[config.mk]
export PLATFORM = sky130hd
export DESIGN_NAME = cic_comp_fir_flat
export DESIGN_NICKNAME = d
export VERILOG_FILES = /design/src/rtl/cic_comp_fir_if.sv /design/src/rtl/cic_comp_fir.sv /design/src/flat_wrapper.sv
export SDC_FILE = /design/constraint.sdc
export NUM_CORES = 2
export LEC_CHECK = 0
export CAP_MARGIN = 20
export CORE_MARGIN = 3
export CORE_UTILIZATION = 59
export CTS_CLUSTER_DIAMETER = 80
export DETAILED_ROUTE_END_ITERATION = 7
export PLACE_DENSITY = 0.72
export SLEW_MARGIN = 10
export SYNTH_ARGS = -nofsm -noshare
export SYNTH_HDL_FRONTEND = slang
export SYNTH_SLANG_ARGS = --single-unit
[constraint.sdc]
create_clock -name clock -period 19.8 [get_ports clock]
set_clock_uncertainty 0.2 [all_clocks]
set_input_delay 1.98 -clock clock [delete_from_list [all_inputs] [get_ports clock]]
set_output_delay 1.98 -clock clock [all_outputs]
set_load 0.01 [all_outputs]
[src/rtl/cic_comp_fir_if.sv]
`default_nettype none
// ============================================================================
//  Module   : cic_comp_fir_if
//  Purpose  : Sample, coefficient-load and result bundle for cic_comp_fir.
//             The master drives samples and coefficients; the slave returns
//             results and status.
//  Revision : 1.0  initial release
// ============================================================================
interface cic_comp_fir_if #(
  parameter int IN_WIDTH    = 24,
  parameter int OUT_WIDTH   = 24,
  parameter int COEFF_WIDTH = 18,
  parameter int NTAPS       = 32
);
  localparam int c_addr_w = $clog2(NTAPS);

  logic                          in_strobe;
  logic signed [IN_WIDTH-1:0]    in_data;
  logic                          coef_wr;
  logic [c_addr_w-1:0]           coef_addr;
  logic signed [COEFF_WIDTH-1:0] coef_data;
  logic                          ready;
  logic                          out_strobe;
  logic signed [OUT_WIDTH-1:0]   out_data;
  logic                          overrun;

  modport master (
    output in_strobe, in_data, coef_wr, coef_addr, coef_data,
    input  ready, out_strobe, out_data, overrun
  );

  modport slave (
    input  in_strobe, in_data, coef_wr, coef_addr, coef_data,
    output ready, out_strobe, out_data, overrun
  );
endinterface
`default_nettype wire

[src/rtl/cic_comp_fir.sv]
`default_nettype none
// ============================================================================
//  Module   : cic_comp_fir
//  Purpose  : Decimate-by-2 CIC droop-compensation FIR. One time-shared MAC
//             walks a circular sample history against a loadable coefficient
//             RAM; the sum is rounded half-up, shifted and saturated.
//  Revision : 1.0  initial release
// ============================================================================
module cic_comp_fir #(
  parameter int IN_WIDTH    = 24,
  parameter int OUT_WIDTH   = 24,
  parameter int COEFF_WIDTH = 18,
  parameter int NTAPS       = 32,
  parameter int SHIFT       = COEFF_WIDTH - 1
) (
  input  wire logic     clock,
  input  wire logic     reset,
  cic_comp_fir_if.slave bus
);
  localparam int c_addr_w   = $clog2(NTAPS);
  localparam int c_cnt_w    = c_addr_w + 1;
  localparam int c_prod_w   = IN_WIDTH + COEFF_WIDTH;
  localparam int c_acc_w    = c_prod_w + c_addr_w;
  localparam int c_mac_last = NTAPS + 1;  // last read + one MAC-register drain cycle

  localparam logic [1:0] c_st_clear = 2'd0;
  localparam logic [1:0] c_st_idle  = 2'd1;
  localparam logic [1:0] c_st_mac   = 2'd2;
  localparam logic [1:0] c_st_out   = 2'd3;

  localparam logic signed [c_acc_w:0] c_rnd_half = {{c_acc_w{1'b0}}, 1'b1} << (SHIFT - 1);
  localparam logic signed [c_acc_w:0] c_out_max  =
    {{(c_acc_w - OUT_WIDTH + 2){1'b0}}, {(OUT_WIDTH - 1){1'b1}}};
  localparam logic signed [c_acc_w:0] c_out_min  =
    {{(c_acc_w - OUT_WIDTH + 2){1'b1}}, {(OUT_WIDTH - 1){1'b0}}};

  logic signed [IN_WIDTH-1:0]    hist_mem [NTAPS];
  logic signed [COEFF_WIDTH-1:0] coef_mem [NTAPS];

  logic [1:0]                    state_q, state_d;
  logic [c_cnt_w-1:0]            cnt_q, cnt_d;
  logic [c_addr_w-1:0]           wr_ptr_q, wr_ptr_d;
  logic [c_addr_w-1:0]           base_q, base_d;
  logic                          phase_q, phase_d;
  logic                          ready_q, ready_d;
  logic                          overrun_q, overrun_d;
  logic                          rd_vld_q, rd_vld_d;
  logic signed [COEFF_WIDTH-1:0] coef_rd_q, coef_rd_d;
  logic signed [IN_WIDTH-1:0]    hist_rd_q, hist_rd_d;
  logic signed [c_acc_w-1:0]     acc_q, acc_d;
  logic                          out_strobe_q, out_strobe_d;
  logic signed [OUT_WIDTH-1:0]   out_data_q, out_data_d;

  logic                          w_accept, w_trigger, w_clear_done, w_mac_done;
  logic [c_addr_w-1:0]           w_k, w_rd_addr;
  logic                          w_hist_we;
  logic [c_addr_w-1:0]           w_hist_addr;
  logic signed [IN_WIDTH-1:0]    w_hist_wdata;
  logic signed [c_prod_w-1:0]    w_prod;
  logic signed [c_acc_w:0]       w_rnd_sum, w_rnd_shift;
  logic signed [OUT_WIDTH-1:0]   w_y;

  // Strobe qualification, tap walk addressing, history write port and output scaling
  always_comb begin
    w_accept     = bus.in_strobe && (state_q != c_st_clear);
    w_trigger    = w_accept && phase_q;
    w_clear_done = (cnt_q == c_cnt_w'(NTAPS - 1));
    w_mac_done   = (cnt_q == c_cnt_w'(c_mac_last));
    // Oldest tap first: a sample arriving mid-MAC overwrites x[n-(NTAPS-1)],
    // which has already been consumed, so the next sample cannot corrupt the sum.
    w_k          = c_addr_w'(NTAPS - 1) - cnt_q[c_addr_w-1:0];
    w_rd_addr    = base_q - w_k;
    w_hist_we    = (state_q == c_st_clear) || w_accept;
    w_hist_addr  = (state_q == c_st_clear) ? cnt_q[c_addr_w-1:0] : wr_ptr_q;
    w_hist_wdata = (state_q == c_st_clear) ? '0 : bus.in_data;
    w_prod       = coef_rd_q * hist_rd_q;
    w_rnd_sum    = {acc_q[c_acc_w-1], acc_q} + c_rnd_half;
    w_rnd_shift  = w_rnd_sum >>> SHIFT;
    if (w_rnd_shift > c_out_max) begin
      w_y = c_out_max[OUT_WIDTH-1:0];
    end else if (w_rnd_shift < c_out_min) begin
      w_y = c_out_min[OUT_WIDTH-1:0];
    end else begin
      w_y = w_rnd_shift[OUT_WIDTH-1:0];
    end
  end

  // Coefficient RAM: writable in every state and deliberately untouched by reset
  always_ff @(posedge clock) begin
    if (bus.coef_wr) begin
      coef_mem[bus.coef_addr] <= bus.coef_data;
    end
  end

  // Sample history RAM: zero-filled during CLEAR, then one write per accepted strobe
  always_ff @(posedge clock) begin
    if (w_hist_we) begin
      hist_mem[w_hist_addr] <= w_hist_wdata;
    end
  end

  // State and datapath registers
  always_ff @(posedge clock or posedge reset) begin
    if (reset) begin
      state_q      <= c_st_clear;
      cnt_q        <= '0;
      wr_ptr_q     <= '0;
      base_q       <= '0;
      phase_q      <= 1'b0;
      ready_q      <= 1'b0;
      overrun_q    <= 1'b0;
      rd_vld_q     <= 1'b0;
      coef_rd_q    <= '0;
      hist_rd_q    <= '0;
      acc_q        <= '0;
      out_strobe_q <= 1'b0;
      out_data_q   <= '0;
    end else begin
      state_q      <= state_d;
      cnt_q        <= cnt_d;
      wr_ptr_q     <= wr_ptr_d;
      base_q       <= base_d;
      phase_q      <= phase_d;
      ready_q      <= ready_d;
      overrun_q    <= overrun_d;
      rd_vld_q     <= rd_vld_d;
      coef_rd_q    <= coef_rd_d;
      hist_rd_q    <= hist_rd_d;
      acc_q        <= acc_d;
      out_strobe_q <= out_strobe_d;
      out_data_q   <= out_data_d;
    end
  end

  // Next-state decision
  always_comb begin
    state_d = state_q;
    case (state_q)
      c_st_clear: if (w_clear_done) state_d = c_st_idle;
      c_st_idle:  if (w_trigger)    state_d = c_st_mac;
      c_st_mac:   if (w_mac_done)   state_d = c_st_out;
      default:                      state_d = c_st_idle;
    endcase
  end

  // Per-state counter, sample bookkeeping, MAC pipeline and result register updates
  always_comb begin
    cnt_d        = cnt_q;
    wr_ptr_d     = wr_ptr_q;
    base_d       = base_q;
    phase_d      = phase_q;
    ready_d      = ready_q;
    overrun_d    = overrun_q;
    rd_vld_d     = 1'b0;
    coef_rd_d    = coef_rd_q;
    hist_rd_d    = hist_rd_q;
    acc_d        = acc_q;
    out_strobe_d = 1'b0;
    out_data_d   = out_data_q;

    if (w_accept) begin
      wr_ptr_d = wr_ptr_q + c_addr_w'(1);
      phase_d  = ~phase_q;
    end
    // A trigger while a result is still in flight is dropped and flagged
    if (w_trigger && ((state_q == c_st_mac) || (state_q == c_st_out))) begin
      overrun_d = 1'b1;
    end

    case (state_q)
      c_st_clear: begin
        cnt_d = w_clear_done ? '0 : cnt_q + c_cnt_w'(1);
        if (w_clear_done) ready_d = 1'b1;
      end
      c_st_idle: begin
        if (w_trigger) begin
          base_d = wr_ptr_q;
          acc_d  = '0;
          cnt_d  = '0;
        end
      end
      c_st_mac: begin
        cnt_d = cnt_q + c_cnt_w'(1);
        if (cnt_q < c_cnt_w'(NTAPS)) begin
          rd_vld_d  = 1'b1;
          coef_rd_d = coef_mem[w_k];
          hist_rd_d = hist_mem[w_rd_addr];
        end
        if (rd_vld_q) begin
          acc_d = acc_q + c_acc_w'(w_prod);
        end
        if (w_mac_done) begin
          out_data_d   = w_y;
          out_strobe_d = 1'b1;
          cnt_d        = '0;
        end
      end
      default: cnt_d = '0;
    endcase
  end

  assign bus.ready      = ready_q;
  assign bus.overrun    = overrun_q;
  assign bus.out_strobe = out_strobe_q;
  assign bus.out_data   = out_data_q;
endmodule
`default_nettype wire

[src/flat_wrapper.sv]
// flat-port wrapper written by rule: the top's interface ports become plain ports
module cic_comp_fir_flat 
#(
  parameter int IN_WIDTH    = 24,
  parameter int OUT_WIDTH   = 24,
  parameter int COEFF_WIDTH = 18,
  parameter int NTAPS       = 32,
  parameter int SHIFT       = COEFF_WIDTH - 1
)
  (clock, reset, bus_in_strobe, bus_in_data, bus_coef_wr, bus_coef_addr, bus_coef_data, bus_ready, bus_out_strobe, bus_out_data, bus_overrun);
  cic_comp_fir_if #(.IN_WIDTH(IN_WIDTH), .OUT_WIDTH(OUT_WIDTH), .COEFF_WIDTH(COEFF_WIDTH), .NTAPS(NTAPS)) bus_i ();
  input  wire logic clock;
  input  wire logic reset;
  input wire logic [$bits(bus_i.in_strobe)-1:0] bus_in_strobe;
  input wire logic [$bits(bus_i.in_data)-1:0] bus_in_data;
  input wire logic [$bits(bus_i.coef_wr)-1:0] bus_coef_wr;
  input wire logic [$bits(bus_i.coef_addr)-1:0] bus_coef_addr;
  input wire logic [$bits(bus_i.coef_data)-1:0] bus_coef_data;
  output wire logic [$bits(bus_i.ready)-1:0] bus_ready;
  output wire logic [$bits(bus_i.out_strobe)-1:0] bus_out_strobe;
  output wire logic [$bits(bus_i.out_data)-1:0] bus_out_data;
  output wire logic [$bits(bus_i.overrun)-1:0] bus_overrun;
  assign bus_i.in_strobe = bus_in_strobe;
  assign bus_i.in_data = bus_in_data;
  assign bus_i.coef_wr = bus_coef_wr;
  assign bus_i.coef_addr = bus_coef_addr;
  assign bus_i.coef_data = bus_coef_data;
  assign bus_ready = bus_i.ready;
  assign bus_out_strobe = bus_i.out_strobe;
  assign bus_out_data = bus_i.out_data;
  assign bus_overrun = bus_i.overrun;
  cic_comp_fir #(.IN_WIDTH(IN_WIDTH), .OUT_WIDTH(OUT_WIDTH), .COEFF_WIDTH(COEFF_WIDTH), .NTAPS(NTAPS), .SHIFT(SHIFT)) u_core (.clock(clock), .reset(reset), .bus(bus_i));
endmodule
==> impl_results.md <==
- Clock Tree Root: clkbuf_16
- Total negative setup slack: 0 ns
- CTS tree: yes
- Depth of the worst register-to-register path: 21
- Net count of the mapped netlist: about 5300
- Number of H-tree levels: 4
- Outcome: finished clean
- Max Cap Viol: 0
- Setup-failing EPs final: 0
- Clock latency on the worst-skew pair: between 0.7 and 0.8 ns
- Number of nets at the end of the flow: 5392
- Routed wire length: around 170000 um
- Clock slew at the register clock pins of the worst setup and hold paths: 0.05 ns
- IO buf count: 77
- Setup crit end kind: flip-flop
- Final critical delay including setup and external delays: 7.87 ns
- Filler Cell Count: between 8000 and 9000
- Via count of the first global-routing pass: approximately 41000
- Hold_ws: ~0.28 ns
- Worst slew margin relative to its limit: 0.224
- Period Utilization, post-route: 0.398
- Die area: ~130000 um^2
- Detailed-route DRC error count: 0
- Die height: between 300 and 400 um
- Number of placement rows: 130
- Synth unique cells: 77
- Number of enable flip-flop cells after synthesis: 1344
- Antenna violations before repair: 8
- Wire length per cell: between 20 and 30 um
- Count of warnings emitted by yosys: 0
- Post-Synthesis Cell Area: around 75000 um^2
- Most prevalent standard cell on the critical path: fa_1
- Critical Path Start Type: flip-flop
- Maximum clock frequency: ~130 MHz
- Average cell area after synthesis: between 15 and 20 um^2
- Area share of the largest cell type after synthesis: 0.538
- Post-synth ARST share: 0.0919
- Hold WC Path Type: reg2reg
- First-pass GRT wire length: approximately 260000 um
- Hold buffer count at CTS: 0
- CP max FO: 25
- Maximum cell stage delay along the critical path: 0.76 ns
- Required time of the worst setup path: around 20 ns
- Dpl cell area: 78300 um^2
- Drt initial violations: ~3800
- Synth area leaders: edfxtp_1, fa_1, mux4_2, dfrtp_1, inv_1
- Hold Violations, Final: 0
- Area of the core: 126000 um^2
- Growth of design area from synthesis to finish: 11.5%
- Cell depth of the worst hold path: 2
- Total via count after detailed routing: a little under 40000
- Gp weighted congestion: between 0.8 and 0.9
- Overflow left after global routing: 0
- Starting density of the core: 0.596
- Slew of the pin with the lowest slew margin: 1.16 ns
- Antenna viol nets, final: 0
- Slew Limit Fails: 0
- # Post-CTS Setup Buffers: 0
- Worst Path Class, Setup: reg2reg
- Largest area contributor in the netlist: edfxtp_1
- X dimension of the die: 363 um
- Ratio of cells with drive above 1 in the final layout: 0.180
- Register area share after synthesis: 0.583
- Half-perimeter wire length after placement: approximately 110000 um
- Sinks on Clock Net: 1480
- Number of buffers created by CTS: 150
- Via density: ~6
- DR pass1 iterations: 6
- I/O pins: 78
- Top_reg_cell synth: edfxtp_1
- Gates resized, CTS repair: 0
- Unrepaired setup endpoints after global routing: no
- Max stage delay cell, worst path: dfrtp_1
- CP cell instances: nand2_1, inv_1, fa_1, fa_1, inv_1, fa_1, inv_1, fa_1, fa_1, fa_1, ha_1, ha_1, a21o_1, nand2b_1, a2111oi_0, nor4_1, a21oi_1, a41oi_1, a21oi_1, xor2_1, o21ai_0
- Total of flip-flops plus latches after synthesis: ~1500
- Aggregate global-route resource usage: 0.269
- Maximum root-to-sink buffer count: 3
- Worst endpoint data arrival time: 8.30 ns
- Post-synthesis cell count: between 4000 and 5000
- Maximum number of pins on one net before global-route repair: around 140
- Cell area after layout: around 84000 um^2
## synthesized netlist by cell type (6+ instances only)
master       n
nor3_1      16
and3_1       7
a22oi_1      6
nor4_1       6
a31o_2       6
o22a_1      18
a31oi_1     10
edfxtp_1  1344
nor2_1     168
fa_1       491
nand3_1     30
dfrtp_1    136
a22o_1       9
o21ai_0     63
mux2_2      14
nand4_1     18
a21oi_1     95
nor2b_1     51
and2_1     223
nand2_1    291
xnor2_1     54
xor2_1      26
ha_1       148
a21o_1      27
mux2i_1     40
nand3b_1     6
mux4_2     415
buf_1       41
nand2b_1     9
clkbuf_1   183
inv_1      539
## per-stage QoR
step | setup slack (ns) | utilization | cells
6_report | 11.93 | 0.665 | 6470
5_1_grt | 11.42 | 0.665 | 6469
4_1_cts | 11.92 | 0.661 | 6440
3_5_place_dp | 11.94 | 0.622 | 6171
3_3_place_gp | 12.06 | 0.620 | 6162
2_1_floorplan | 12.34 | - | 4580
## layer usage
metal,GRT usage,vias to the layer above,part of all wire,routed length (um)
met4,0.0749,12,0.028,4730
met5,0,-,0.00040,68
met2,0.413,1775,0.47,81100
met1,0.396,20800,0.41,70800
li1,-,16800,-,-
met3,0.0608,310,0.086,14800
## worst max-delay path: cells and delay by family (launching register included)
family,cells,cell delay [ns]
AO/OA/AOI/OAI,6,1.53
adder cells (fa/ha/maj),8,3.64
XOR/XNOR,1,0.14
flip-flops,1,0.76
AND/OR/NAND/NOR,3,0.50
buffers and inverters,3,0.94
## state kept, by name, indices dropped and copies added, names as in the netlist
name	flops
u_core.base_q	5
u_core.bus.ready	1
u_core.bus.out_strobe	1
u_core.state_q	2
u_core.bus.out_data	24
u_core.rd_vld_q	1
u_core.bus.overrun	1
u_core.hist_rd_q	24
u_core.wr_ptr_q	5
u_core.acc_q	47
u_core.hist_mem	768
u_core.phase_q	1
u_core.cnt_q	6
u_core.coef_rd_q	18
u_core.coef_mem	576
## cell usage in the layout (no fill, tap or decap), drive strengths merged, types with 11 or more instances in the layout
cell type	instances
clkinv	54
and2	223
o21ai	66
xnor2	55
dfrtp	136
a31oi	11
o22a	23
clkdlybuf4s50	77
nor2	168
nand4	18
nor2b	51
a21oi	95
ha	148
edfxtp	1344
mux2i	40
nand3	31
nand2	291
a21o	27
mux4	415
fa	491
inv	543
buf	122
nor3	17
mux2	14
clkbuf	199
xor2	26
## worst paths after layout
check | from | end | slack, ns
setup / recovery | u_core.coef_rd_q[0] | u_core.acc_q[44] | 11.93
hold / removal | u_core.acc_q[7] | u_core.acc_q[7] | 0.28
setup reg to reg | u_core.coef_rd_q[0] | u_core.acc_q[44] | 11.93
hold reg to reg | u_core.acc_q[7] | u_core.acc_q[7] | 0.28
max in group asynchronous | reset | u_core.acc_q[13] | 16.38
min in group asynchronous | reset | u_core.acc_q[46] | 1.54
## cell type report
| type | instances | area [um^2] | area share |
|---|---|---|---|
| clock buffer | 199 | 3990 | 0.0477 |
| antenna | 1 | 2.50 | 0.0000299 |
| timing repair buffer | 199 | 2180 | 0.0260 |
| tap | 1650 | 2060 | 0.0247 |
| multi-input combinational | 2332 | 28800 | 0.344 |
| sequential | 1480 | 43800 | 0.523 |
| inverter | 539 | 2030 | 0.0242 |
| clock inverter | 70 | 848 | 0.0101 |
## kinds of logic after synthesis
logic type,share of synthesized area
buffers and inverters,0.0388
DFF,0.583
xor gates and xnor gates,0.00955
adders and majority gates,0.156
muxes,0.132
AOI/OAI and AO/OA,0.0251
and+or+nand+nor,0.0559
Power is left out: the tool's default activity adds up to more than one toggle a clock period on the data nets, which glitch-free logic cannot reach.
